<file path="config.mk">
export PLATFORM = sky130hd
export DESIGN_NAME = ultrasonic_ranger
export DESIGN_NICKNAME = d
export VERILOG_FILES = /design/src/rtl/ultrasonic_ranger_pkg.sv /design/src/rtl/bin2bcd_seq.sv /design/src/rtl/ultrasonic_ranger.sv
export SDC_FILE = /design/constraint.sdc
export NUM_CORES = 1
export LEC_CHECK = 0
export CAP_MARGIN = 5
export CORE_MARGIN = 5
export CORE_UTILIZATION = 60
export DETAILED_ROUTE_END_ITERATION = 10
export PLACE_DENSITY = 0.78
export RECOVER_POWER = 25
export SETUP_SLACK_MARGIN = 0.02
export SKIP_LAST_GASP = 1
export SLEW_MARGIN = 40
export SYNTH_ARGS = -nofsm -noshare
export SYNTH_HDL_FRONTEND = slang
export SYNTH_SLANG_ARGS = --single-unit
</file>
<file path="constraint.sdc">
create_clock -name clk -period 3.2 [get_ports clk]
set_clock_uncertainty 0.15 [all_clocks]
set_input_delay 0.32 -clock clk [delete_from_list [all_inputs] [get_ports clk]]
set_output_delay 0.32 -clock clk [all_outputs]
set_load 0.05 [all_outputs]
</file>
<file path="src/rtl/ultrasonic_ranger_pkg.sv">
// Shared types and constants for the ultrasonic ranger: FSM encoding, word widths,
// out-of-range code and the double-dabble digit adjust step.
package ranger_pkg;

  typedef enum logic [2:0] {
    IDLE,
    TRIG,
    WAIT_ECHO,
    MEASURE,
    CONVERT
  } state_e;

  localparam int BCD_DIGIT_W = 4;
  localparam int DIST_W      = 24;
  localparam int BCD_W       = 20;
  localparam int HCM_W       = 16;

  localparam logic [DIST_W-1:0] OOR_CODE = 24'h999999;

  // Add 3 to every BCD digit that is 5 or more, ahead of the next left shift.
  function automatic logic [BCD_W-1:0] bcd_adjust(input logic [BCD_W-1:0] b);
    logic [BCD_W-1:0] r;
    r = b;
    for (int i = 0; i < BCD_W / BCD_DIGIT_W; i++) begin
      if (b[i*BCD_DIGIT_W +: BCD_DIGIT_W] >= 4'd5) begin
        r[i*BCD_DIGIT_W +: BCD_DIGIT_W] = b[i*BCD_DIGIT_W +: BCD_DIGIT_W] + 4'd3;
      end
    end
    return r;
  endfunction

endpackage

</file>
<file path="src/rtl/bin2bcd_seq.sv">
// Sequential double-dabble: 16-bit binary to 5 BCD digits, one shift-add per clk.
// start is sampled only when idle; done pulses one cycle, 17 clk after the load edge.
module bin2bcd_seq
  import ranger_pkg::*;
(
  input  logic             clk,
  input  logic             rst_n,
  input  logic             start,
  input  logic [HCM_W-1:0] bin,
  output logic             done,
  output logic [BCD_W-1:0] bcd
);

  logic             busy_q, busy_d;
  logic [4:0]       cnt_q, cnt_d;
  logic [HCM_W-1:0] bin_q, bin_d;
  logic [BCD_W-1:0] bcd_q, bcd_d;
  logic             done_q, done_d;

  always_comb begin
    busy_d = busy_q;
    cnt_d  = cnt_q;
    bin_d  = bin_q;
    bcd_d  = bcd_q;
    done_d = 1'b0;
    if (!busy_q) begin
      if (start) begin
        busy_d = 1'b1;
        cnt_d  = '0;
        bin_d  = bin;
        bcd_d  = '0;
      end
    end else if (cnt_q == 5'(HCM_W)) begin
      busy_d = 1'b0;
      done_d = 1'b1;
    end else begin
      {bcd_d, bin_d} = {bcd_adjust(bcd_q), bin_q} << 1;
      cnt_d          = cnt_q + 5'd1;
    end
  end

  always_ff @(posedge clk or negedge rst_n) begin
    if (!rst_n) begin
      busy_q <= 1'b0;
      cnt_q  <= '0;
      bin_q  <= '0;
      bcd_q  <= '0;
      done_q <= 1'b0;
    end else begin
      busy_q <= busy_d;
      cnt_q  <= cnt_d;
      bin_q  <= bin_d;
      bcd_q  <= bcd_d;
      done_q <= done_d;
    end
  end

  assign done = done_q;
  assign bcd  = bcd_q;

endmodule

</file>
<file path="src/rtl/ultrasonic_ranger.sv">
// HC-SR04 driver: periodic trigger, echo width in 0.01 cm, BCD result with data_vld strobe.
// ULTRASONIC_RANGER_OOR_REPORT_EN: timeouts report 24'h999999 with data_vld instead of staying silent.
module ultrasonic_ranger
  import ranger_pkg::*;
#(
  parameter int unsigned TRIG_CYCLES    = 500,
  parameter int unsigned PERIOD_CYCLES  = 3_000_000,
  parameter int unsigned TIMEOUT_CYCLES = 1_900_000,
  parameter int unsigned HCM_DIV        = 29
) (
  input  logic              clk,
  input  logic              rst_n,
  input  logic              en,
  input  logic              echo,
  output logic              trig,
  output logic              data_vld,
  output logic [DIST_W-1:0] distance_data
);

  state_e            state_q, state_d;
  logic [2:0]        sync_q, sync_d;
  logic [31:0]       period_q, period_d;
  logic [31:0]       cnt_q, cnt_d;
  logic [31:0]       div_q, div_d;
  logic [HCM_W-1:0]  hcm_q, hcm_d;
  logic              start_q, start_d;
  logic              trig_q, trig_d;
  logic              vld_q, vld_d;
  logic [DIST_W-1:0] dist_q, dist_d;

  logic              echo_s, echo_rise, echo_fall;
  logic              count_en, timeout;
  logic              bcd_done;
  logic [BCD_W-1:0]  bcd;

  // sync_q[1] is the synchronized echo, sync_q[2] its previous value for edge detect.
  assign echo_s    = sync_q[1];
  assign echo_rise = sync_q[1] & ~sync_q[2];
  assign echo_fall = ~sync_q[1] & sync_q[2];

  bin2bcd_seq u_bin2bcd (
    .clk   (clk),
    .rst_n (rst_n),
    .start (start_q),
    .bin   (hcm_q),
    .done  (bcd_done),
    .bcd   (bcd)
  );

  always_comb begin
    state_d  = state_q;
    sync_d   = {sync_q[1:0], echo};
    period_d = (period_q == '1) ? period_q : period_q + 32'd1;
    cnt_d    = cnt_q;
    div_d    = div_q;
    hcm_d    = hcm_q;
    start_d  = 1'b0;
    vld_d    = 1'b0;
    dist_d   = dist_q;
    count_en = 1'b0;
    timeout  = 1'b0;

    case (state_q)
      IDLE: begin
        if (en && period_q >= PERIOD_CYCLES - 1) state_d = TRIG;
      end
      TRIG: begin
        cnt_d = cnt_q + 32'd1;
        div_d = '0;
        hcm_d = '0;
        if (cnt_q == TRIG_CYCLES - 1) state_d = WAIT_ECHO;
      end
      WAIT_ECHO: begin
        cnt_d = cnt_q + 32'd1;
        // The rise cycle is the first echo-high cycle, so it is counted too.
        if (echo_rise) begin
          state_d  = MEASURE;
          count_en = 1'b1;
        end else if (cnt_q == TIMEOUT_CYCLES - 1) begin
          timeout = 1'b1;
        end
      end
      MEASURE: begin
        cnt_d = cnt_q + 32'd1;
        if (echo_fall) begin
          state_d = CONVERT;
          start_d = 1'b1;
        end else if (echo_s) begin
          count_en = 1'b1;
          if (cnt_q == TIMEOUT_CYCLES - 1) timeout = 1'b1;
        end
      end
      CONVERT: begin
        if (bcd_done) begin
          vld_d   = 1'b1;
          dist_d  = {{(DIST_W-BCD_W){1'b0}}, bcd};
          state_d = IDLE;
        end
      end
      default: state_d = IDLE;
    endcase

    if (count_en) begin
      if (div_q == HCM_DIV - 1) begin
        div_d = '0;
        if (hcm_q != '1) hcm_d = hcm_q + 16'd1;
      end else begin
        div_d = div_q + 32'd1;
      end
    end

    if (timeout) begin
      state_d = IDLE;
`ifdef ULTRASONIC_RANGER_OOR_REPORT_EN
      vld_d  = 1'b1;
      dist_d = OOR_CODE;
`endif
    end

    if (state_d != state_q) cnt_d = '0;
    if (state_d == TRIG && state_q != TRIG) period_d = '0;
    trig_d = (state_d == TRIG);
  end

  always_ff @(posedge clk or negedge rst_n) begin
    if (!rst_n) begin
      state_q  <= IDLE;
      sync_q   <= '0;
      period_q <= '0;
      cnt_q    <= '0;
      div_q    <= '0;
      hcm_q    <= '0;
      start_q  <= 1'b0;
      trig_q   <= 1'b0;
      vld_q    <= 1'b0;
      dist_q   <= '0;
    end else begin
      state_q  <= state_d;
      sync_q   <= sync_d;
      period_q <= period_d;
      cnt_q    <= cnt_d;
      div_q    <= div_d;
      hcm_q    <= hcm_d;
      start_q  <= start_d;
      trig_q   <= trig_d;
      vld_q    <= vld_d;
      dist_q   <= dist_d;
    end
  end

  assign trig          = trig_q;
  assign data_vld      = vld_q;
  assign distance_data = dist_q;

endmodule
</file>
## Yosys cells after proc, flatten, opt, wreduce, memory -nomap -nowiden

Index checks and enable logic that the tools add are counted.

- Flip-flop bits (word level): 184
- ROM bits: 0
- Memory bits (writable): 0
- Memories: 0
- Input port bits: 4
- Word-level logic and storage cells: 109
- Latch bits: 0

- Equal/unequal tests: 15
- Shift operators: 0
- Multipliers: 0
- $add $sub $neg: 10
- Divide/modulo/power cells: 0
- Order comparisons: 6
- Muxes and demuxes: 50
- Reductions and logical operators: 9
- Bitwise logic cells: 4

Operators by type and width:

| kind | count |
|---|---|
| $mux 32 | 7 |
| $mux 16 | 7 |
| $add 32x1->32 const B | 3 |
| $mux 20 | 3 |
| $eq 32x21->1 const B | 1 |
| $eq 32x32->1 const B | 1 |
| $eq 32x5->1 const B | 1 |
| $eq 32x9->1 const B | 1 |
| $ge 32x22->1 const B | 1 |
| $mux 3 | 7 |
| $ge 4x3->1 const B | 5 |
| $add 16x1->16 const B | 1 |
| $add 4x2->4 const B | 4 |
| $mux 1 | 16 |
| $mux 4 | 4 |
| $ne 16x16->1 const B | 1 |
| $mux 5 | 3 |
| $pmux 3 s5 | 1 |
| $eq 3x1->1 const B | 2 |
| $eq 3x2->1 const B | 2 |
| $reduce_bool 2->1 | 3 |
| $add 5x1->5 const B | 1 |
| $eq 5x5->1 const B | 1 |
| $pmux 1 s2 | 2 |
| 12 further kinds | 16 |

## Depth between registers and ports, before layout

- Depth after elaboration: 9
- Gate-level depth with buffers: 9

## By module

A second synthesis with hierarchy kept.

- Cell total of the unflattened synthesis: 984
- Area total of the unflattened synthesis: 9526.6 um^2

Modules (own cells, without submodules):

| module | times used | area an instance (um^2) | sequential area each (um^2) | cells an instance |
|---|---|---|---|---|
| ultrasonic_ranger | 1 | 7252.0 | 3528.4 | 770 |
| bin2bcd_seq | 1 | 2274.7 | 1076.0 | 214 |

## Worst setup path before layout

OpenSTA, ideal clock, no wires.

- Path kind: register -> register
- Start point: register div_q[0]
- End point: register hcm_q[0]
- Buffers on the path: 1
- Slack: 0.849 ns
- Data arrival time: 2.076 ns
- Cell stages (with the launch flop): 9
- Data required time: 2.925 ns
- Path through: dfrtp_1 > inv_1 > ha_1 > nor4b_1 > nand4_1 > a2111oi_4 > buf_2 > nor2_1 > mux2_2

- Longest elaborated chain between the ends: 3

Ends and longest elaborated chain:

| what | line | text |
|---|---|---|
| start: declaration | ultrasonic_ranger.sv:24 | `logic [31:0] div_q, div_d;` |
| start signal: assignment | ultrasonic_ranger.sv:142 | `div_q <= div_d;` |
| $eq 32x5->1 | ultrasonic_ranger.sv:104 | `if (div_q == HCM_DIV - 1) begin` |
| $mux 16 | ultrasonic_ranger.sv:104 |  |
| $mux 16 | ultrasonic_ranger.sv:103 | `if (count_en) begin` |
| named net hcm_d[0] | ultrasonic_ranger.sv:25 | `logic [HCM_W-1:0] hcm_q, hcm_d;` |
| end signal: assignment | ultrasonic_ranger.sv:143 | `hcm_q <= hcm_d;` |
| end: declaration | ultrasonic_ranger.sv:25 |  |

The timed path passes the listed nets, and every way through them passes these cells.
A chain may end at the register's enable or synchronous reset.

## Final worst setup path

- Start point: register div_q[0]
- End point: register hcm_q[5]

Same word-level chain as after synthesis.

==> impl_metrics.tcl <==
set metrics [dict create \
    outcome "finished with violations" \
    violations "max-capacitance violations, max-slew violations" \
    clock_latency_ps 430 \
    portBuffers 25 \
    rsz0062_at_grt "false" \
    setup_viol 0 \
    p_int_uw 3951 \
    fin_nets 1036 \
    ys_types 56 \
    ant_nets 0 \
    met1Wirelength_um 8850 \
    h-tree-depth 4 \
    synth_warnings 0 \
    pre_cts_slack_ps 419.5 \
    reg2regPathDepth 9 \
    grt_pass1_wl_um 31950 \
    post_cts_buffers 0 \
    seq_power_share_pct 49.8 \
    hp-start "sync_q[0]" \
    dieArea_mm2 0.01823 \
    antenna_cells 0 \
    grt_overflow_total 0 \
    area_growth_syn_to_layout_pct 11.97 \
    die_w_um 135.0 \
    dp.final_hpwl_um 12140 \
    clock.fmax_mhz 351.4 \
    clk_pin_slew_ps 70 \
    whs_path_depth 0 \
    clkPwrFrac_pct 40.2 \
    synth_top_cell_by_area "dfrtp_1" \
    wl_met3_um 610 \
    grt.total_usage_pct 21.10 \
    routedWlPerCell_um 14.81 \
    holdWs_ps 227.1 \
    comb_power_share_pct 10.0 \
    drive_gt1_share_pct 8.560 \
    rows 45 \
    worst-setup-path-type "flip-flop to flip-flop" \
    vias 7169 \
    end_kind "flip-flop" \
    fin_crit_sh_pct 88.92 \
    min_period_ps 2846 \
    top_layer "met4" \
    synth_top_flop_cell "dfrtp_1" \
    hp-class "flip-flop to flip-flop" \
    synth-edff-count 0 \
    switching_power_uw 1394 \
    cp_data_required_time_ps 3410 \
    cp_max_fo 10 \
    async_flop_share_pct 100.0 \
    syn_inst 989 \
    die_y_um 135.0 \
    fp.coreArea_mm2 0.01526 \
    timing.rr.start "div_q[0]" \
    ios 30 \
    first_pass_iters 7 \
    root_buffer "clkbuf_16" \
    cts.sinks 184 \
    avgSynthCellArea_um2 9.483 \
    cap_viol_max_count 1 \
    multi_input_area_mm2 0.004506 \
    r2r_slack_ps 350 \
    synthesis.area_mm2 0.009379 \
    ys_seq_area_share_pct 49.09 \
    hold_viol 0 \
    cts_resized 0 \
    drc 0 \
    leakage_uw 0.004566 \
    sw_frac_of_total_pct 26.08 \
    yosysMostFrequentCell "dfrtp_1" \
    drt_iter0_drc 464 \
    regArea_mm2 0.004604 \
    tns_ps 0 \
    reg2reg_to "hcm_q[5]" \
    ys_seq_elements 184 \
    power.density_mw_per_mm2 509.0 \
    slew_headroom_pct -22.57 \
    cp.arrival_ps 3050 \
    grt_max_degree 78 \
    setup_ws_ps 354.4 \
    routed_wl_um 18350 \
    avgViaCountPerCell 5.786 \
    ys_top_cells_by_count "dfrtp_1, nor2_1, nand2_1, o21ai_0, nand3_1" \
    critical_path.startpoint_type "flip-flop" \
    postCtsHoldBufs 1 \
    cts_tree "built" \
    wl_met2_um 8699 \
    holdPathEnd "sync_q[1]" \
    tightest_slew_ps 1839 \
    fill_cells 1173 \
    clk_path_buf_depth 2 \
    antenna_found_initial 0 \
    start_util_pct 61.47 \
    max-vdd-ir-drop_v 0.0004451 \
    grt_pass1_vias 6708 \
    synth_top_area_share_pct 49.09 \
    synth.area.top_cells "dfrtp_1, nor2_1, xor2_1" \
    globalplace.congestion 0.8203 \
    drv_slew 78 \
    cts_buffers 17 \
    fin_util_pct 68.82 \
]
sequential cells by signal (all words and copies together), names as in the netlist:
register	cells
u_bin2bcd.busy_q	1
sync_q	3
u_bin2bcd.bcd	20
distance_data	20
data_vld	1
u_bin2bcd.bin_q	16
period_q	32
div_q	32
u_bin2bcd.done	1
start_q	1
trig	1
hcm_q	16
u_bin2bcd.cnt_q	5
cnt_q	32
state_q	3
worst max path at each step:
stage,startpoint,slack (ps),cells past startpoint,endpoint
after detailed placement,div_q[0],420,9,hcm_q[5]
after global placement,div_q[0],370,9,hcm_q[5]
final,div_q[0],350,9,hcm_q[5]
after global routing,div_q[0],30,9,div_q[15]
after floorplan,div_q[0],850,8,hcm_q[0]
after CTS,div_q[0],370,9,div_q[7]
layer usage:
layer	global-route usage (%)	vias to the layer above
met2	33.71	109
met4	5.431	0
met5	0	-
met1	29.88	3507
li1	-	3536
met3	4.136	17
kinds of logic (layout without fill, tap and decap cells):
kind of cell,Yosys count,in the layout,share of synthesized area [%]
and+or+nand+nor,432,432,23.24
DFF,184,184,49.09
AOI/OAI and AO/OA,163,163,10.26
xor gates and xnor gates,80,80,7.471
buffers and inverters,72,108,3.082
muxes,40,40,4.549
adders and majority gates,17,17,2.268
other,1,4,0.03998
metrics by stage:
| stage | cells | total power [µW] | cell area, µm² |
|---|---|---|---|
| final | 1239 | 5345 | 10500 |
| after global routing | 1239 | 5583 | 10500 |
| after CTS | 1239 | 5399 | 10520 |
| after detailed placement | 1206 | 3239 | 9908 |
| after global placement | 1206 | 3221 | 9907 |
| after floorplan | 992 | 3061 | 9390 |
critical path, cell delays in order, from the launching register on:
cell       delay, ps
dfrtp_1          430
inv_1             80
ha_1             140
nor4b_1          390
nand4_1          360
a2111oi_4        580
buf_4            260
nand4_1          110
xor2_1           160
nor2_1           100
cells in the final DEF, fill, tap and decap left out, types with 23 or more instances in the layout:
master / instances
a21oi_1: 27
dfrtp_1: 184
nor2_1: 124
o21ai_0: 83
and3_1: 23
clkdlybuf4s50_1: 23
inv_1: 28
nand2_1: 83
xor2_1: 52
xnor2_1: 28
nand3_1: 61
nand4_1: 40
area by class of cell:
| class | count | share of cell area [%] |
|---|---|---|
| clock buffer | 20 | 4.349 |
| clock inverter | 12 | 1.418 |
| inverter | 28 | 1.001 |
| multi-input combinational | 736 | 42.90 |
| sequential | 184 | 43.85 |
| tap | 211 | 2.514 |
| timing repair buffer | 48 | 3.968 |
power groups by stage:
| stage | Combinational (µW) | Sequential (µW) | Clock, µW |
|---|---|---|---|
| after floorplan | 407 | 2650 | 0 |
| after global placement | 528 | 2690 | 0 |
| after detailed placement | 544 | 2690 | 0 |
| after CTS | 548 | 2660 | 2190 |
| after global routing | 611 | 2690 | 2280 |
| final | 537 | 2660 | 2150 |
Note: power is estimated with default switching activity, not from simulation.
